[src/rtl/mem_bus_arbiter.sv]
// ============================================================================
// mem_bus_arbiter : round-robin share of one memory port between I/D caches.
// Optional macro MEM_ARB_TIMEOUT_EN adds a BUSY watchdog with sticky o_err.
// Revision: 1.0
// ============================================================================
`default_nettype none

module mem_bus_arbiter #(
  parameter int                ADDR_W         = 32,
  parameter int                DATA_W         = 32,
  parameter int                TIMEOUT_CYCLES = 255,
  parameter logic [DATA_W-1:0] ERR_DATA       = '0
) (
  input  logic              i_clk,
  input  logic              i_rst,
  // port0 (I-cache)
  input  logic [ADDR_W-1:0] i_p0_addr,
  input  logic [DATA_W-1:0] i_p0_data,
  input  logic              i_p0_rd,
  input  logic              i_p0_wr,
  output logic [DATA_W-1:0] o_p0_data,
  output logic              o_p0_ACK,
  // port1 (D-cache)
  input  logic [ADDR_W-1:0] i_p1_addr,
  input  logic [DATA_W-1:0] i_p1_data,
  input  logic              i_p1_rd,
  input  logic              i_p1_wr,
  output logic [DATA_W-1:0] o_p1_data,
  output logic              o_p1_ACK,
  // memory side
  output logic [ADDR_W-1:0] o_addr_mem,
  output logic [DATA_W-1:0] o_data_mem,
  output logic              o_rd_mem,
  output logic              o_wr_mem,
  input  logic [DATA_W-1:0] i_data_mem,
  input  logic              i_ACK,
  output logic              o_busy,
  output logic              o_err
);

  typedef enum logic [0:0] {
    ST_IDLE = 1'b0,
    ST_BUSY = 1'b1
  } state_t;

  state_t            state;
  state_t            state_nxt;

  logic              pend0;
  logic              pend1;
  logic [ADDR_W-1:0] addr0;
  logic [ADDR_W-1:0] addr1;
  logic [DATA_W-1:0] data0;
  logic [DATA_W-1:0] data1;
  logic              wr0;
  logic              wr1;

  logic              grant;       // 0 = port0, 1 = port1
  logic              grant_nxt;
  logic              last_served;

  logic              busy;
  logic              done;
  logic              at_limit;
  logic              timeout_hit;
  logic              req_on;

  logic [ADDR_W-1:0] addr_g;
  logic [DATA_W-1:0] data_g;
  logic              wr_g;

  logic              take0;
  logic              take1;
  logic              clr0;
  logic              clr1;

  assign busy   = (state == ST_BUSY);
  assign addr_g = grant ? addr1 : addr0;
  assign data_g = grant ? data1 : data0;
  assign wr_g   = grant ? wr1   : wr0;

`ifdef MEM_ARB_TIMEOUT_EN
  localparam int CNT_W = $clog2(TIMEOUT_CYCLES + 1);

  logic [CNT_W-1:0] busy_cnt;
  logic             err;

  // Counter sits at zero in IDLE, so every BUSY entry starts from zero.
  always_ff @(posedge i_clk or posedge i_rst) begin
    if (i_rst) begin
      busy_cnt <= '0;
      err      <= 1'b0;
    end else begin
      if (!busy) begin
        busy_cnt <= '0;
      end else begin
        busy_cnt <= busy_cnt + 1'b1;
      end
      if (timeout_hit) begin
        err <= 1'b1;
      end
    end
  end

  // Request lines drop at the limit regardless of i_ACK; a late i_ACK still
  // completes normally so no error is flagged in that case.
  assign at_limit    = busy && (busy_cnt == CNT_W'(TIMEOUT_CYCLES));
  assign timeout_hit = at_limit && !i_ACK;
  assign o_err       = err;
`else
  assign at_limit    = 1'b0;
  assign timeout_hit = 1'b0;
  assign o_err       = 1'b0;
`endif

  assign done   = busy && (i_ACK || timeout_hit);
  assign req_on = busy && !at_limit;

  // Capture: a new pulse is accepted when the port is free, or in the very
  // cycle its previous transaction is acknowledged (set wins over clear).
  assign clr0  = done && !grant;
  assign clr1  = done &&  grant;
  assign take0 = (i_p0_rd || i_p0_wr) && (!pend0 || clr0);
  assign take1 = (i_p1_rd || i_p1_wr) && (!pend1 || clr1);

  always_ff @(posedge i_clk or posedge i_rst) begin
    if (i_rst) begin
      pend0 <= 1'b0;
      addr0 <= '0;
      data0 <= '0;
      wr0   <= 1'b0;
    end else begin
      if (take0) begin
        pend0 <= 1'b1;
        addr0 <= i_p0_addr;
        data0 <= i_p0_data;
        wr0   <= i_p0_wr;
      end else if (clr0) begin
        pend0 <= 1'b0;
      end
    end
  end

  always_ff @(posedge i_clk or posedge i_rst) begin
    if (i_rst) begin
      pend1 <= 1'b0;
      addr1 <= '0;
      data1 <= '0;
      wr1   <= 1'b0;
    end else begin
      if (take1) begin
        pend1 <= 1'b1;
        addr1 <= i_p1_addr;
        data1 <= i_p1_data;
        wr1   <= i_p1_wr;
      end else if (clr1) begin
        pend1 <= 1'b0;
      end
    end
  end

  // last_served resets to port0 so port1 wins the first tie.
  always_ff @(posedge i_clk or posedge i_rst) begin
    if (i_rst) begin
      state       <= ST_IDLE;
      grant       <= 1'b0;
      last_served <= 1'b0;
    end else begin
      state <= state_nxt;
      grant <= grant_nxt;
      if (done) begin
        last_served <= grant;
      end
    end
  end

  always_comb begin
    state_nxt = state;
    grant_nxt = grant;
    case (state)
      ST_IDLE: begin
        if (pend0 || pend1) begin
          state_nxt = ST_BUSY;
          if (pend0 && pend1) begin
            grant_nxt = ~last_served;
          end else begin
            grant_nxt = pend1;
          end
        end
      end
      ST_BUSY: begin
        if (done) begin
          state_nxt = ST_IDLE;
        end
      end
      default: begin
        state_nxt = ST_IDLE;
      end
    endcase
  end

  assign o_busy     = busy;
  assign o_addr_mem = req_on ? addr_g : '0;
  assign o_data_mem = req_on ? data_g : '0;
  assign o_rd_mem   = req_on && !wr_g;
  assign o_wr_mem   = req_on &&  wr_g;

  assign o_p0_ACK  = clr0;
  assign o_p1_ACK  = clr1;
  assign o_p0_data = clr0 ? (timeout_hit ? ERR_DATA : (wr_g ? '0 : i_data_mem)) : '0;
  assign o_p1_data = clr1 ? (timeout_hit ? ERR_DATA : (wr_g ? '0 : i_data_mem)) : '0;

endmodule

`default_nettype wire

[config.mk]
export PLATFORM = sky130hd
export DESIGN_NAME = mem_bus_arbiter
export DESIGN_NICKNAME = d
export VERILOG_FILES = /design/src/rtl/mem_bus_arbiter.sv
export SDC_FILE = /design/constraint.sdc
export NUM_CORES = 1
export LEC_CHECK = 0
export CAP_MARGIN = 40
export CORE_ASPECT_RATIO = 1.2
export CORE_MARGIN = 3
export CORE_UTILIZATION = 42
export CTS_CLUSTER_DIAMETER = 60
export DETAILED_ROUTE_END_ITERATION = 10
export PLACE_DENSITY = 0.81
export SYNTH_ARGS = -nofsm -noshare
export SYNTH_HDL_FRONTEND = slang
export SYNTH_SLANG_ARGS = --single-unit
[constraint.sdc]
create_clock -name i_clk -period 4.5 [get_ports i_clk]
set_input_delay 0.45 -clock i_clk [delete_from_list [all_inputs] [get_ports i_clk]]
set_output_delay 0.45 -clock i_clk [all_outputs]
set_load 0.01 [all_outputs]
==> results.ini, run 1 <==
[final_layout]
regArea_um2 = 3383
final_cell_mix = clkdlybuf4s50_1, dfrtp_1, mux2_2
area_growth_pct = 56.08
drive_above_1_share_pct = 19.81
finalNonFillerCells = 1033
n_fill_cell = 1111
final_cell_area_um2 = 10460
fin_nets = 983
multi_input_area_um2 = 3067
final_common_cell = clkdlybuf4s50_1

[synth]
synthesis.nets = 689
ys_seq_area_share_pct = 50.40
synth-seq-cells = 135
syn-cell-area_um2 = 6703
syn-instance-count = 522
post_synth.cell_area_avg_um2 = 12.84
yosys_warnings = 0
synth_cell_types = 21

[clock_tree]
htree_levels = 4
clkLatencyLatePin_ns = 0.41
cts-root-buf = clkbuf_16
cts-buffers-inserted = 17
clock-sinks = 135
cts_tree = built
clk_path_buf_depth = 2
clkTransAtPathRegs_ns = 0.06
ctsResizeCount = 0
postCtsSetupBuffers = 0
holdBufCountCts = 0

[drt]
wire_per_inst_um = 19.06
dr_total_vias = 5045
routed_wl_um = 19690
initialDrtViolationCount = 235
ant_nets = 0
drc_errors = 0
dr.pass1.iters = 4
vias_per_cell = 4.884

[global_routing]
antenna_found_initial = 0
grt_pass1_wl_um = 29570
grt_use_met1_pct = 28.37
grt_most_used_layer = met2
grt_max_degree = 62
use_met2_pct = 34.99
use_met3_pct = 6.377
grt.total_usage_pct = 21.94
overflow = 0
grt_pass1_vias = 5495

[critical_path]
path_buf_inv = 2
cpLargestDelayFamily = flip-flops
cpMaxStageDelayCell = dfrtp_4
cp.required_ns = 4.05
critPathCaptureType = output pin
criticalPathCategory = flop to output pin
critPathMaxStageDelay_ns = 0.99
crit_arrival_ns = 2.97
path_cells = nand3_2, nor2_1, buf_4, and2_1, clkdlybuf4s50_1
cp_max_fo = 48
startpoint_type = flop

[place]
io_buffers = 299
place.gp.congestion = 0.7932
dp_hpwl_um = 14610
placed_cell_area_um2 = 9822
dp_cells = 1001

[floorplanning]
start_util_pct = 43.73
row_count = 49
core-area_um2 = 15330
die_area_um2 = 17520
die_h_um = 144.4
io_pins = 301
die_x_um = 121.3

[timing]
rsz0062_at_grt = no
fin_skew_ns = 0.007657
relSlewSlack_pct = 41.83
holdWs_ns = 0.3445
period_minus_slack_ns = 3.424
drv_slew = 0
fmax_ghz = 0.2921
period_share_pct = 76.08
worstMarginPinSlew_ns = 0.8726
setup_viol = 0
final.setup.tns_ns = 0
hold_viol = 0

[pwr]
leakage_nw = 4.446
powerDensity_nw_per_um2 = 540.3
ir_worst_vdd_mv = 0.3228
p_total_mw = 5.653

[hold_path]
hold_class = input pin to asynchronous set/reset pin

[run_status]
status = complete, no violations

[job]
maxCapViolations = 0

## cells by family (layout without fill, tap and decap cells)
family / count (synthesis) / in the layout / synth area share (%)
compound gates: 8 / 8 / 1.176
buf+inv: 40 / 346 / 3.845
flops: 135 / 135 / 50.40
mux: 193 / 193 / 31.21
other cells: 1 / 2 / 0.05595
simple gates: 145 / 145 / 13.31
## worst register-to-register path: stages, from the launching register on
cell	delay (ns)
dfrtp_4	0.99
nand3_2	0.26
a21oi_4	0.22
buf_4	0.55
mux2_2	0.43
## synthesized netlist by cell type, drive strengths merged
cell type | n | area [µm²]
conb | 1 | 3.750
o32a | 1 | 10.01
buf | 22 | 190.2
a22o | 2 | 17.52
o31a | 1 | 8.760
clkbuf | 13 | 48.80
o21ai | 2 | 10.01
and2 | 65 | 406.6
mux2 | 128 | 1441
nand3 | 1 | 10.01
nand3b | 1 | 20.02
a21oi | 2 | 32.53
nor2 | 6 | 22.52
nand2 | 7 | 26.28
nor2b | 65 | 406.6
mux2i | 65 | 650.6
inv | 5 | 18.77
dfrtp | 135 | 3378
## registers in the layout, indices dropped and copies added (netlist names)
register / cells
addr0: 32
addr1: 32
data0: 32
data1: 32
grant: 1
last_served: 1
o_busy: 1
pend0: 1
pend1: 1
wr0: 1
wr1: 1
## path summary, 6_finish.rpt
path                       depth (start not counted)                    end                 start  slack (ns)
setup / recovery                                   5           o_p1_data[2]     grant$_DFFE_PP0P_        1.08
hold / removal                                     2  addr0[11]$_DFFE_PP0P_                 i_rst        0.34
setup reg to reg                                   4   data1[3]$_DFFE_PP0P_     grant$_DFFE_PP0P_        1.93
hold reg to reg                                    1   addr0[1]$_DFFE_PP0P_  addr0[1]$_DFFE_PP0P_        0.49
max in group asynchronous                          4  addr1[27]$_DFFE_PP0P_                 i_rst        3.13
min in group i_clk                                 1   addr0[1]$_DFFE_PP0P_  addr0[1]$_DFFE_PP0P_        0.49
## power breakdown
group | switching, mW | total (mW) | leakage [nW] | internal [mW]
sequential | 0.343 | 2.09 | 1.57 | 1.75
combinational | 0.770 | 2.07 | 2.57 | 1.30
clock | 0.490 | 1.50 | 0.310 | 1.01
total | 1.60 | 5.65 | 4.45 | 4.05
## layout make-up
class	instances	share of cell area, %
multi-input cells	347	29.31
repair buffers	310	29.59
clock buffers	22	4.437
inverters	5	0.2033
diodes	1	0.02392
clock inverters	9	1.651
well taps	204	2.440
flip-flops and latches	135	32.34
## stage by stage
stage | utilization, % | setup slack, ns
after floorplan | - | 0.4389
after global placement | 63.90 | 1.582
after detailed placement | 64.08 | 1.520
after CTS | 68.24 | 1.003
after global routing | 68.24 | 0.9533
final | 68.25 | 1.076
## per-layer routing
metal	wire [µm]	vias to the layer above	part of all wire [%]
li1	-	2356	-
met1	8218	2477	42
met2	9669	178	49
met3	1283	34	6.5
met4	521	0	2.6
met5	0	-	0
Note: power is estimated with default switching activity, not from simulation.
==> run 2, diff against run 1 <==
clock period = 3.17 ns   (was 4.5 ns; I/O delays follow)
==> run 2 against run 1 <==
  * Clock power rose by 45%
  * Sequential share of layout area fell by 0.085 points
  * Global-route usage rose by 0.27 points
  * First-iteration DRC count fell by 4.3%
  * Register-to-register slack got worse by 0.91 ns
  * Critical path type unchanged
  * Critical endpoint is now o_p1_data[5]
==> results.ini, run 2 (synthesized netlist as in run 1, its figures left out) <==
[place]
post-place-ws_ns = 0.6086  ; was 1.520 ns
place.gp.congestion = 0.7824  ; was 0.7932
placed_cell_area_um2 = 9833  ; was 9822 µm²
dp_hpwl_um = 14430  ; was 14610 µm
io_buffers = 299  ; unchanged

[clock_tree]
cts-buffers-inserted = 17  ; unchanged
cts_tree = built  ; unchanged
clkTransAtPathRegs_ns = 0.06  ; about the same
cts-root-buf = clkbuf_16  ; unchanged
postCtsSetupBuffers = 0  ; unchanged
clk_path_buf_depth = 2  ; unchanged
clkLatencyLatePin_ns = 0.41  ; about the same
ctsResizeCount = 0  ; unchanged
htree_levels = 4  ; unchanged
clock-sinks = 135  ; unchanged
holdBufCountCts = 0  ; unchanged

[critical_path]
critPathCaptureType = output pin  ; unchanged
r2r-start = o_busy$_DFF_PP0_  ; was grant$_DFFE_PP0P_
cp_num_cells = 5  ; unchanged
cpLargestDelayFamily = buffers and inverters  ; was flip-flops
path_cells = nand3_2, nor2_1, buf_4, and2_1, clkdlybuf4s50_1  ; unchanged
startpoint_type = flop  ; unchanged
critPathMaxStageDelay_ns = 0.79  ; was 0.99 ns
cpMaxStageDelayCell = dfrtp_2  ; was dfrtp_4
cp_max_fo = 39  ; was 48
crit_arrival_ns = 2.62  ; was 2.97 ns
cp.required_ns = 2.85  ; was 4.05 ns
crit_start = o_busy$_DFF_PP0_  ; was grant$_DFFE_PP0P_
reg2reg_depth = 4  ; unchanged
path_buf_inv = 2  ; unchanged
criticalPathCategory = flop to output pin  ; unchanged

[pwr]
powerDensity_nw_per_um2 = 770.7  ; was 540.3 nW/µm²
ir_worst_vdd_mv = 0.4708  ; was 0.3228 mV
leakage_nw = 4.440  ; was 4.446 nW

[hold_path]
hold_class = input pin to asynchronous set/reset pin  ; unchanged

[floorplanning]
die_h_um = 144.4  ; unchanged
die_x_um = 121.3  ; unchanged
row_count = 49  ; unchanged
io_pins = 301  ; unchanged
core-area_um2 = 15330  ; unchanged
die_area_um2 = 17520  ; unchanged
start_util_pct = 43.73  ; unchanged

[final_layout]
final_common_cell = clkdlybuf4s50_1  ; unchanged
drive_above_1_share_pct = 20.05  ; was 19.81%
area_growth_pct = 56.49  ; was 56.08%
n_antenna_cell = 0  ; was 1
final_cell_mix = clkdlybuf4s50_1, dfrtp_1, mux2_2  ; unchanged
final_cell_area_um2 = 10490  ; was 10460 µm²
fin_nets = 982  ; was 983
n_fill_cell = 1117  ; was 1111

[global_routing]
grt_pass1_vias = 5435  ; was 5495
grt_max_degree = 90  ; was 62
overflow = 0  ; unchanged
grt.total_usage_pct = 22.21  ; was 21.94%
antenna_found_initial = 0  ; unchanged
grt_pass1_wl_um = 30060  ; was 29570 µm

[timing]
period_minus_slack_ns = 2.933
setup_viol = 0  ; unchanged
worstMarginPinSlew_ns = 0.6543  ; was 0.8726 ns
layout_setup_ws_ns = 0.2366  ; was 1.076 ns
drv_slew = 0  ; unchanged
rsz0062_at_grt = no  ; unchanged
fin_skew_ns = 0.007850  ; was 0.007657 ns
final.setup.tns_ns = 0  ; unchanged
period_share_pct = 92.54
relSlewSlack_pct = 56.38  ; was 41.83%
hold_viol = 0  ; unchanged
fmax_ghz = 0.3409

[drt]
ant_nets = 0  ; unchanged
initialDrtViolationCount = 225  ; was 235
vias_per_cell = 4.829  ; was 4.884
routed_wl_um = 19710  ; was 19690 µm
dr_total_vias = 4984  ; was 5045
dr.pass1.iters = 4  ; unchanged
drc_errors = 0  ; unchanged
wire_per_inst_um = 19.09  ; was 19.06 µm

[job]
maxCapViolations = 0  ; unchanged

[run_status]
status = complete, no violations  ; unchanged

run 2: metal layers:
| metal | vias up | track usage, % | wire length, µm |
|---|---|---|---|
| met2 | 167 | 35.81 | 9873 |
| met4 | 0 | 8.083 | 441 |
| met3 | 33 | 6.142 | 1196 |
| met1 | 2434 | 28.83 | 8193 |
| li1 | 2350 | - | - |
| met5 | - | 0 | 0 |
run 2: metrics by stage:
stage / hold slack [ns] / power, mW / instances / utilization [%]
floorplan: 0.4466 / 4.541 / 522 / -
global placement: 0.4664 / 5.819 / 1000 / 64.16
detailed placement: 0.4790 / 5.960 / 1000 / 64.16
CTS: 0.4205 / 8.183 / 1032 / 68.43
global route: 0.4362 / 8.553 / 1032 / 68.43
finish: 0.3770 / 8.083 / 1032 / 68.43
run 2: final cells by class:
| type | instances | area [µm²] | area share (%) |
|---|---|---|---|
| Inverter | 5 | 22.52 | 0.2147 |
| Tap cell | 204 | 255.2 | 2.434 |
| Multi-Input combinational cell | 347 | 3067 | 29.24 |
| Timing Repair Buffer | 309 | 3105 | 29.61 |
| Clock inverter | 12 | 198.9 | 1.897 |
| Sequential cell | 135 | 3383 | 32.26 |
| Clock buffer | 20 | 456.7 | 4.354 |
run 2: path summary, 6_finish.rpt:
check                                              to  slack (ns)
worst max-delay path                     o_p1_data[5]        0.24
worst min-delay path            data1[11]$_DFFE_PP0P_        0.38
worst max register to register   data1[8]$_DFFE_PP0P_        1.02
max in group asynchronous           grant$_DFFE_PP0P_        2.25
worst min register to register  data0[28]$_DFFE_PP0P_        0.49
min in group i_clk              data0[28]$_DFFE_PP0P_        0.49
run 2: worst reg2reg max path, cell delays in order, from the launching register on:
cell and delay [ns]:
dfrtp_2 0.79, nand3_2 0.27, a21oi_4 0.25, buf_4 0.34, mux2_2 0.39
run 2: report_power, final:
group          internal, mW  switching [mW]
sequential             2.48           0.440
combinational          1.85            1.14
clock                  1.43           0.736
==> run 3, diff against run 2 <==
CORE_UTILIZATION = 46   (was 42)
GPL_TIMING_DRIVEN = 0   (was unset)
PLACE_DENSITY = 0.87   (was 0.81)
clock period = 3.8 ns   (was 3.17 ns; I/O delays follow)
==> run 3 against run 2 <==
  * Worst setup slack improved by 0.59 ns
  * Die area fell by 8.3%
  * Flip-flop and latch count did not move
==> results.ini, run 3 (synthesized netlist as in run 1, its figures left out) <==
[drt]
initialDrtViolationCount = 195  ; was 225
drc_errors = 0  ; unchanged
dr.pass1.iters = 4  ; unchanged
wire_per_inst_um = 19.91  ; was 19.09 µm
routed_wl_um = 20470  ; was 19710 µm
dr_total_vias = 5252  ; was 4984
vias_per_cell = 5.109  ; was 4.829
ant_nets = 0  ; unchanged

[timing]
rsz0062_at_grt = no  ; unchanged
drv_slew = 0  ; unchanged
period_share_pct = 78.29
hold_viol = 0  ; unchanged
holdWs_ns = 0.3551  ; was 0.3770 ns
period_minus_slack_ns = 2.975
layout_setup_ws_ns = 0.8250  ; was 0.2366 ns
setup_viol = 0  ; unchanged
final.setup.tns_ns = 0  ; unchanged
fmax_ghz = 0.3361
worstMarginPinSlew_ns = 0.5283  ; was 0.6543 ns
relSlewSlack_pct = 64.70  ; was 56.38%
fin_skew_ns = 0.007033  ; was 0.007850 ns

[critical_path]
startpoint_type = input pin  ; was flop
reg2reg_slack_ns = 1.87  ; was 1.02 ns
crit_arrival_ns = 2.59  ; was 2.62 ns
criticalPathCategory = input pin to output pin  ; was flop to output pin
reg2reg_to = data1[26]$_DFFE_PP0P_  ; was data1[8]$_DFFE_PP0P_
cp_max_fo = 10  ; was 39
cp.required_ns = 3.42  ; was 2.85 ns
reg2reg_depth = 5  ; was 4
critPathCaptureType = output pin  ; unchanged
r2r-start = o_busy$_DFF_PP0_  ; unchanged

[run_status]
status = complete, no violations  ; unchanged

[global_routing]
grt_pass1_vias = 5781  ; was 5435
grt.total_usage_pct = 25.65  ; was 22.21%
overflow = 0  ; unchanged
grt_max_degree = 39  ; was 90
grt_pass1_wl_um = 31680  ; was 30060 µm
antenna_found_initial = 0  ; unchanged

[clock_tree]
clkLatencyLatePin_ns = 0.42  ; was 0.41 ns
htree_levels = 4  ; unchanged
holdBufCountCts = 0  ; unchanged
postCtsSetupBuffers = 0  ; unchanged
clkTransAtPathRegs_ns = 0.06  ; about the same
ctsResizeCount = 0  ; unchanged
cts-buffers-inserted = 17  ; unchanged
cts_tree = built  ; unchanged
cts-root-buf = clkbuf_16  ; unchanged
clock-sinks = 135  ; unchanged
clk_path_buf_depth = 2  ; unchanged

[place]
placed_cell_area_um2 = 10000  ; was 9833 µm²
io_buffers = 299  ; unchanged
dp_hpwl_um = 15650  ; was 14430 µm
place.gp.congestion = 0.8564  ; was 0.7824
post-place-ws_ns = 0.8574  ; was 0.6086 ns

[pwr]
ir_worst_vdd_mv = 0.4354  ; was 0.4708 mV
leakage_nw = 4.570  ; was 4.440 nW
powerDensity_nw_per_um2 = 646.2  ; was 770.7 nW/µm²
p_total_mw = 6.901  ; was 8.083 mW

[final_layout]
final_common_cell = clkdlybuf4s50_1  ; unchanged
drive_above_1_share_pct = 21.12  ; was 20.05%
final_cell_mix = clkdlybuf4s50_1, dfrtp_1, mux2_2  ; unchanged
fin_nets = 1011  ; was 982
n_fill_cell = 916  ; was 1117
final_cell_area_um2 = 10680  ; was 10490 µm²
n_antenna_cell = 0  ; unchanged
area_growth_pct = 59.32  ; was 56.49%

[floorplanning]
io_pins = 301  ; unchanged
row_count = 47  ; was 49
core-area_um2 = 14050  ; was 15330 µm²
start_util_pct = 47.69  ; was 43.73%
die_h_um = 138.2  ; was 144.4 µm
die_area_um2 = 16060  ; was 17520 µm²
die_x_um = 116.2  ; was 121.3 µm

[hold_path]
hold_class = input pin to asynchronous set/reset pin  ; unchanged

[job]
maxCapViolations = 0  ; unchanged

[run 3: changes by cell type in the layout (fill, tap and decap cells not counted), sizes merged]
cell / change
buf: +16
clkbuf: +12
clkinv: +3
clkinvlp: -3
bufinv: +1
[run 3: report_power, final]
| part | switching, mW | internal [mW] |
|---|---|---|
| clock network | 0.616 | 1.26 |
| registers | 0.345 | 2.07 |
| logic | 1.03 | 1.58 |
[run 3: cell type report]
cell class	instances	area (µm²)	area share, %
buffer	35	239.0	2.238
sequential	135	3378	31.63
tap	171	214.0	2.004
multi-input combinational	347	3067	28.72
inverter	5	22.52	0.2109
timing repair buffer	303	3080	28.85
clock inverter	13	225.2	2.109
clock buffer	19	452.9	4.241
[run 3: worst max-delay path: stages]
cell             delay [ns]
clkdlybuf4s50_1        0.57
nand3_2                0.18
nor2_1                 0.36
clkbuf_1               0.33
and2_1                 0.22
clkdlybuf4s50_1        0.55
[run 3: worst max-delay path by stage]
stage / to / slack, ns / depth (start not counted) / startpoint
after floorplan: addr0[0]$_DFFE_PP0P_ / 1.74 / 1 / i_rst
after global placement: addr1[11]$_DFFE_PP0P_ / 0.64 / 2 / i_rst
after detailed placement: o_p1_data[3] / 0.86 / 6 / i_ACK
after CTS: o_p1_data[19] / 0.82 / 6 / o_busy$_DFF_PP0_
after global routing: o_p1_data[19] / 0.70 / 6 / o_busy$_DFF_PP0_
final: o_p1_data[19] / 0.83 / 6 / i_ACK
[run 3: per-stage QoR]
stage	util, %	instances
after floorplan	-	522
after global placement	70.53	992
after detailed placement	71.16	996
after CTS	75.98	1028
after global routing	75.98	1028
final	75.98	1028
[run 3: layer usage]
| layer | wire length, µm | share of wire, % | up-vias | track usage, % |
|---|---|---|---|---|
| met2 | 10310 | 50 | 182 | 42.71 |
| met5 | 0 | 0 | - | 0 |
| met4 | 422 | 2.1 | 0 | 7.758 |
| met3 | 1487 | 7.3 | 35 | 7.823 |
| met1 | 8255 | 40 | 2612 | 31.92 |
| li1 | - | - | 2423 | - |
==> variant 1 (settings of run 1) <==
The parameter `ADDR_W` goes from 32 to 24.
--- a/src/rtl/mem_bus_arbiter.sv
+++ b/src/rtl/mem_bus_arbiter.sv
@@ -6,7 +6,7 @@
 `default_nettype none
 
 module mem_bus_arbiter #(
-  parameter int                ADDR_W         = 32,
+  parameter int                ADDR_W         = 24,
   parameter int                DATA_W         = 32,
   parameter int                TIMEOUT_CYCLES = 255,
   parameter logic [DATA_W-1:0] ERR_DATA       = '0
Ports: changed (resized i_p0_addr, i_p1_addr and o_addr_mem); port bits go from 301 to 277. The function was not compared with the original's and may differ.
==> variant 1 against run 1 <==
- non-clock buffer count shrank 26
- sequential cell count shrank 16
- design area shrank 9.0%
- synthesized area shrank 8.0%
- routed wire length shrank 7.7%
- via count shrank 7.8%
- core utilization shrank 0.79 points
- clock skew is essentially flat
- power shrank 11%
- worst setup slack gained 0.26 ns
- global-route usage grew 0.88 points
- first-iteration DRC count grew 8.1%
- critical path type unchanged
- largest power group is now combinational cells
==> variant 1: results (changes against run 1) <==
.. list-table::
   :header-rows: 1

   * - Metric
     - Value
   * - Final wirelength
     - 18200 um (-7.7%)
   * - Fill cell instance count of the final layout
     - 1033 (-7.0%)
   * - Post-detailed-route via-to-cell ratio
     - 5.02 (+2.8%)
   * - Library cells used by synthesis
     - 24 (+14%)
   * - Area growth from synthesis to final layout
     - 54.3%
   * - Leak pwr
     - 4.14 nW (-6.8%)
   * - Top area cells in the synthesized netlist
     - sky130_fd_sc_hd__dfrtp_1, sky130_fd_sc_hd__mux2_4, sky130_fd_sc_hd__mux2i_1, sky130_fd_sc_hd__mux2_1, sky130_fd_sc_hd__and2_1
   * - Critical path arrival
     - 2.71 ns (-0.26 ns)
   * - Net count of the mapped netlist
     - 623 (-9.6%)
   * - Mean post-synth cell area
     - 13.1 um2 (+1.8%)
   * - Sequential-to-total area share from yosys stat
     - 0.483 (-0.0214)
   * - Non-Clock Buffer Area Fraction
     - 0.298 (+0.00161)
   * - Clk tree area frac
     - 0.0585 (-0.00240)
   * - All-layer global routing usage
     - 0.228 (+0.00881)
   * - Max Fclk
     - 316 MHz (+8.2%)
   * - Top delay family on crit path
     - buffers and inverters
   * - Netlist area before placement
     - 6170 um2 (-8.0%)
   * - Instance area after placement
     - 8960 um2 (-8.7%)
   * - Port Buf Inserts
     - 275 (-8.0%)
   * - Met2 usage
     - 0.367 (+0.0175)
   * - Global-route met3 utilization
     - 0.0589 (-0.00485)
   * - Multi-input gate share of total cell area
     - 0.306 (+0.0129)
   * - Ratio of cells with drive above 1 in the final layout
     - 0.158 (-0.0405)
   * - Status
     - finished, final reports clean
   * - Hpwl dp
     - 13500 um (-7.3%)
   * - Count of plain and timing-repair buffers
     - 284 (-8.4%)
   * - Delay of the slowest cell on the worst path
     - 0.66 ns (-0.33 ns)
   * - Post-synthesis register bit count
     - 119 (-12%)
[variant 1: logic make-up after synthesis]
logic type,synth area share
simple gates,0.138
buf+inv,0.0475
flops,0.483
other cells,0.000608
compound gates,0.0103
mux,0.321
[variant 1: report_power, final]
part,internal [mW],switching (mW),leakage [nW]
Sequential,1.54,0.276,1.38
Combinational,1.20,0.733,2.48
Clock,0.784,0.472,0.278
Total,3.52,1.48,4.14
[variant 1: path summary, 6_finish.rpt]
check                                      from                     to  slack, ns  cells past startpoint
setup / recovery              grant$_DFFE_PP0P_         o_addr_mem[20]       1.34                      4
hold / removal                            i_rst  data0[31]$_DFFE_PP0P_       0.48                      2
setup reg to reg              grant$_DFFE_PP0P_  data1[13]$_DFFE_PP0P_       2.12                      4
hold reg to reg            data0[6]$_DFFE_PP0P_   data0[6]$_DFFE_PP0P_       0.48                      1
max in group asynchronous                 i_rst  data0[16]$_DFFE_PP0P_       3.07                      3
min in group i_clk         data0[6]$_DFFE_PP0P_   data0[6]$_DFFE_PP0P_       0.48                      1
==> variant 2 (settings of run 1) <==
Made on the original files. Add a define of `MEM_ARB_TIMEOUT_EN`.
--- a/src/rtl/mem_bus_arbiter.sv
+++ b/src/rtl/mem_bus_arbiter.sv
@@ -4,6 +4,8 @@
 // Revision: 1.0
 // ============================================================================
 `default_nettype none
+
+`define MEM_ARB_TIMEOUT_EN
 
 module mem_bus_arbiter #(
   parameter int                ADDR_W         = 32,
Formal check against the unedited RTL: no difference found for any inputs over 4 cycles, from zero or initial values and one cycle with i_rst high; that may be too few to reach the edited logic, so the function may still have changed.
==> variant 2 against run 1 <==
- worst setup slack better by 0.072 ns
- synthesized area is 3.9% higher
- largest power group is now combinational cells
- power is 24% higher
- routed wire length is 7.5% higher
- critical endpoint is now o_addr_mem[10]
- synthesized cell count is 7.5% higher
- critical path type unchanged
- design area is 2.4% higher
- sequential cell count is 9 higher
- critical path depth is 1 higher
==> variant 2: results (changes against run 1) <==
.. list-table::
   :header-rows: 1

   * - Metric
     - Value
   * - Instance area after placement
     - 10200 um2 (+3.4%)
   * - Final weighted congestion of routability-driven global placement
     - 0.837 (+5.5%)
   * - Antenna violations before repair
     - 5 (+5)
   * - Critical Path End
     - o_addr_mem[10]
   * - Worst reg2reg path endpoint
     - data1[18]$_DFFE_PP0P_
   * - Wire length on met3
     - 2150 um (+67%)
   * - Hpwl dp
     - 16100 um (+10%)
   * - Worst setup slack for register-to-register paths
     - 1.49 ns (-0.44 ns)
   * - Wire length of the first global-routing pass
     - 32500 um (+9.8%)
   * - Initial DRC Count
     - 208 (-11%)
   * - Count of vias placed by the detailed router
     - 5472 (+8.5%)
   * - Largest fanout on the critical path
     - 39 (-19%)
   * - Routed length on met1
     - 7810 um (-4.9%)
   * - Leak pwr
     - 4.51 nW (+1.4%)
   * - Pre-CTS setup slack
     - 1.56 ns (+0.0426 ns)
   * - Worst max-slew margin expressed relative to the limit
     - 0.417 (-0.00123)
   * - Final wirelength
     - 21200 um (+7.5%)
   * - Port Buf Inserts
     - 300 (+0.33%)
   * - Minimum period implied by the final worst setup slack
     - 3.35 ns (-0.0720 ns)
   * - Max Clock Skew
     - 0.00869 ns (+0.00103 ns)
   * - Global-route met3 utilization
     - 0.0705 (+0.00669)
   * - Total Nets Final
     - 1026 (+4.4%)
   * - Sequential-to-total area share from yosys stat
     - 0.517 (+0.0133)
   * - Average wire per cell in the routed design
     - 19.6 um (+2.8%)
   * - Peak supply drop
     - 0.000380 V (+18%)
   * - Post-Synthesis Cells
     - 561 (+7.5%)
   * - Status
     - finished, final reports clean
   * - Met2 usage
     - 0.412 (+0.0618)
   * - FF-to-FF path depth
     - 5 (+1)
   * - Number of global-route vias before repair
     - 5961 (+8.5%)
   * - Routed wire length on met2
     - 10900 um (+12%)
   * - Post-Layout Inst Area
     - 10700 um2 (+2.4%)
   * - Critical path arrival
     - 2.90 ns (-0.07 ns)
   * - Top area cells in the synthesized netlist
     - sky130_fd_sc_hd__dfrtp_1, sky130_fd_sc_hd__mux2_2, sky130_fd_sc_hd__mux2i_1, sky130_fd_sc_hd__and2_1, sky130_fd_sc_hd__nor2_1
[variant 2: cell count changes after synthesis, moves of 4 or more]
| cell | before | now |
|---|---|---|
| sky130_fd_sc_hd__buf_1 | 0 | 4 |
| sky130_fd_sc_hd__dfrtp_1 | 135 | 144 |
| sky130_fd_sc_hd__nor2_1 | 6 | 77 |
| sky130_fd_sc_hd__nor2b_1 | 65 | 1 |
| sky130_fd_sc_hd__o21ai_0 | 2 | 6 |
[variant 2: cell families after synthesis]
| kind of cell | after synthesis | synth area share |
|---|---|---|
| XOR/XNOR | 5 | 0.00629 |
| flip-flops | 144 | 0.517 |
| adder cells (fa/ha/maj) | 1 | 0.00180 |
| AND/OR/NAND/NOR | 162 | 0.119 |
| AO/OA/AOI/OAI | 17 | 0.0207 |
| buffers and inverters | 39 | 0.0348 |
| multiplexers | 193 | 0.300 |
[variant 2: layout make-up]
cell class                      count  area share
Antenna cell                        1    0.000234
Clock buffer                       19      0.0414
Clock inverter                     13     0.00958
Inverter                            5     0.00222
Multi-Input combinational cell    378       0.294
Sequential cell                   144       0.337
Tap cell                          208      0.0243
Timing Repair Buffer              312       0.292
[variant 2: worst max-delay path, stage by stage (launching register included)]
cell	delay, ns
sky130_fd_sc_hd__dfrtp_1	0.37
sky130_fd_sc_hd__ha_1	0.22
sky130_fd_sc_hd__nand3_2	0.21
sky130_fd_sc_hd__o21ai_4	0.75
sky130_fd_sc_hd__buf_12	0.29
sky130_fd_sc_hd__nor2_1	0.10
sky130_fd_sc_hd__clkdlybuf4s50_1	0.49
[variant 2: where the power goes]
part           total [mW]  switching [mW]  leakage, nW  internal (mW)
Sequential           2.38           0.447         1.69           1.93
Combinational        3.36            1.39         2.56           1.97
Clock                1.29           0.565        0.250          0.727
Total                7.03            2.40         4.51           4.63
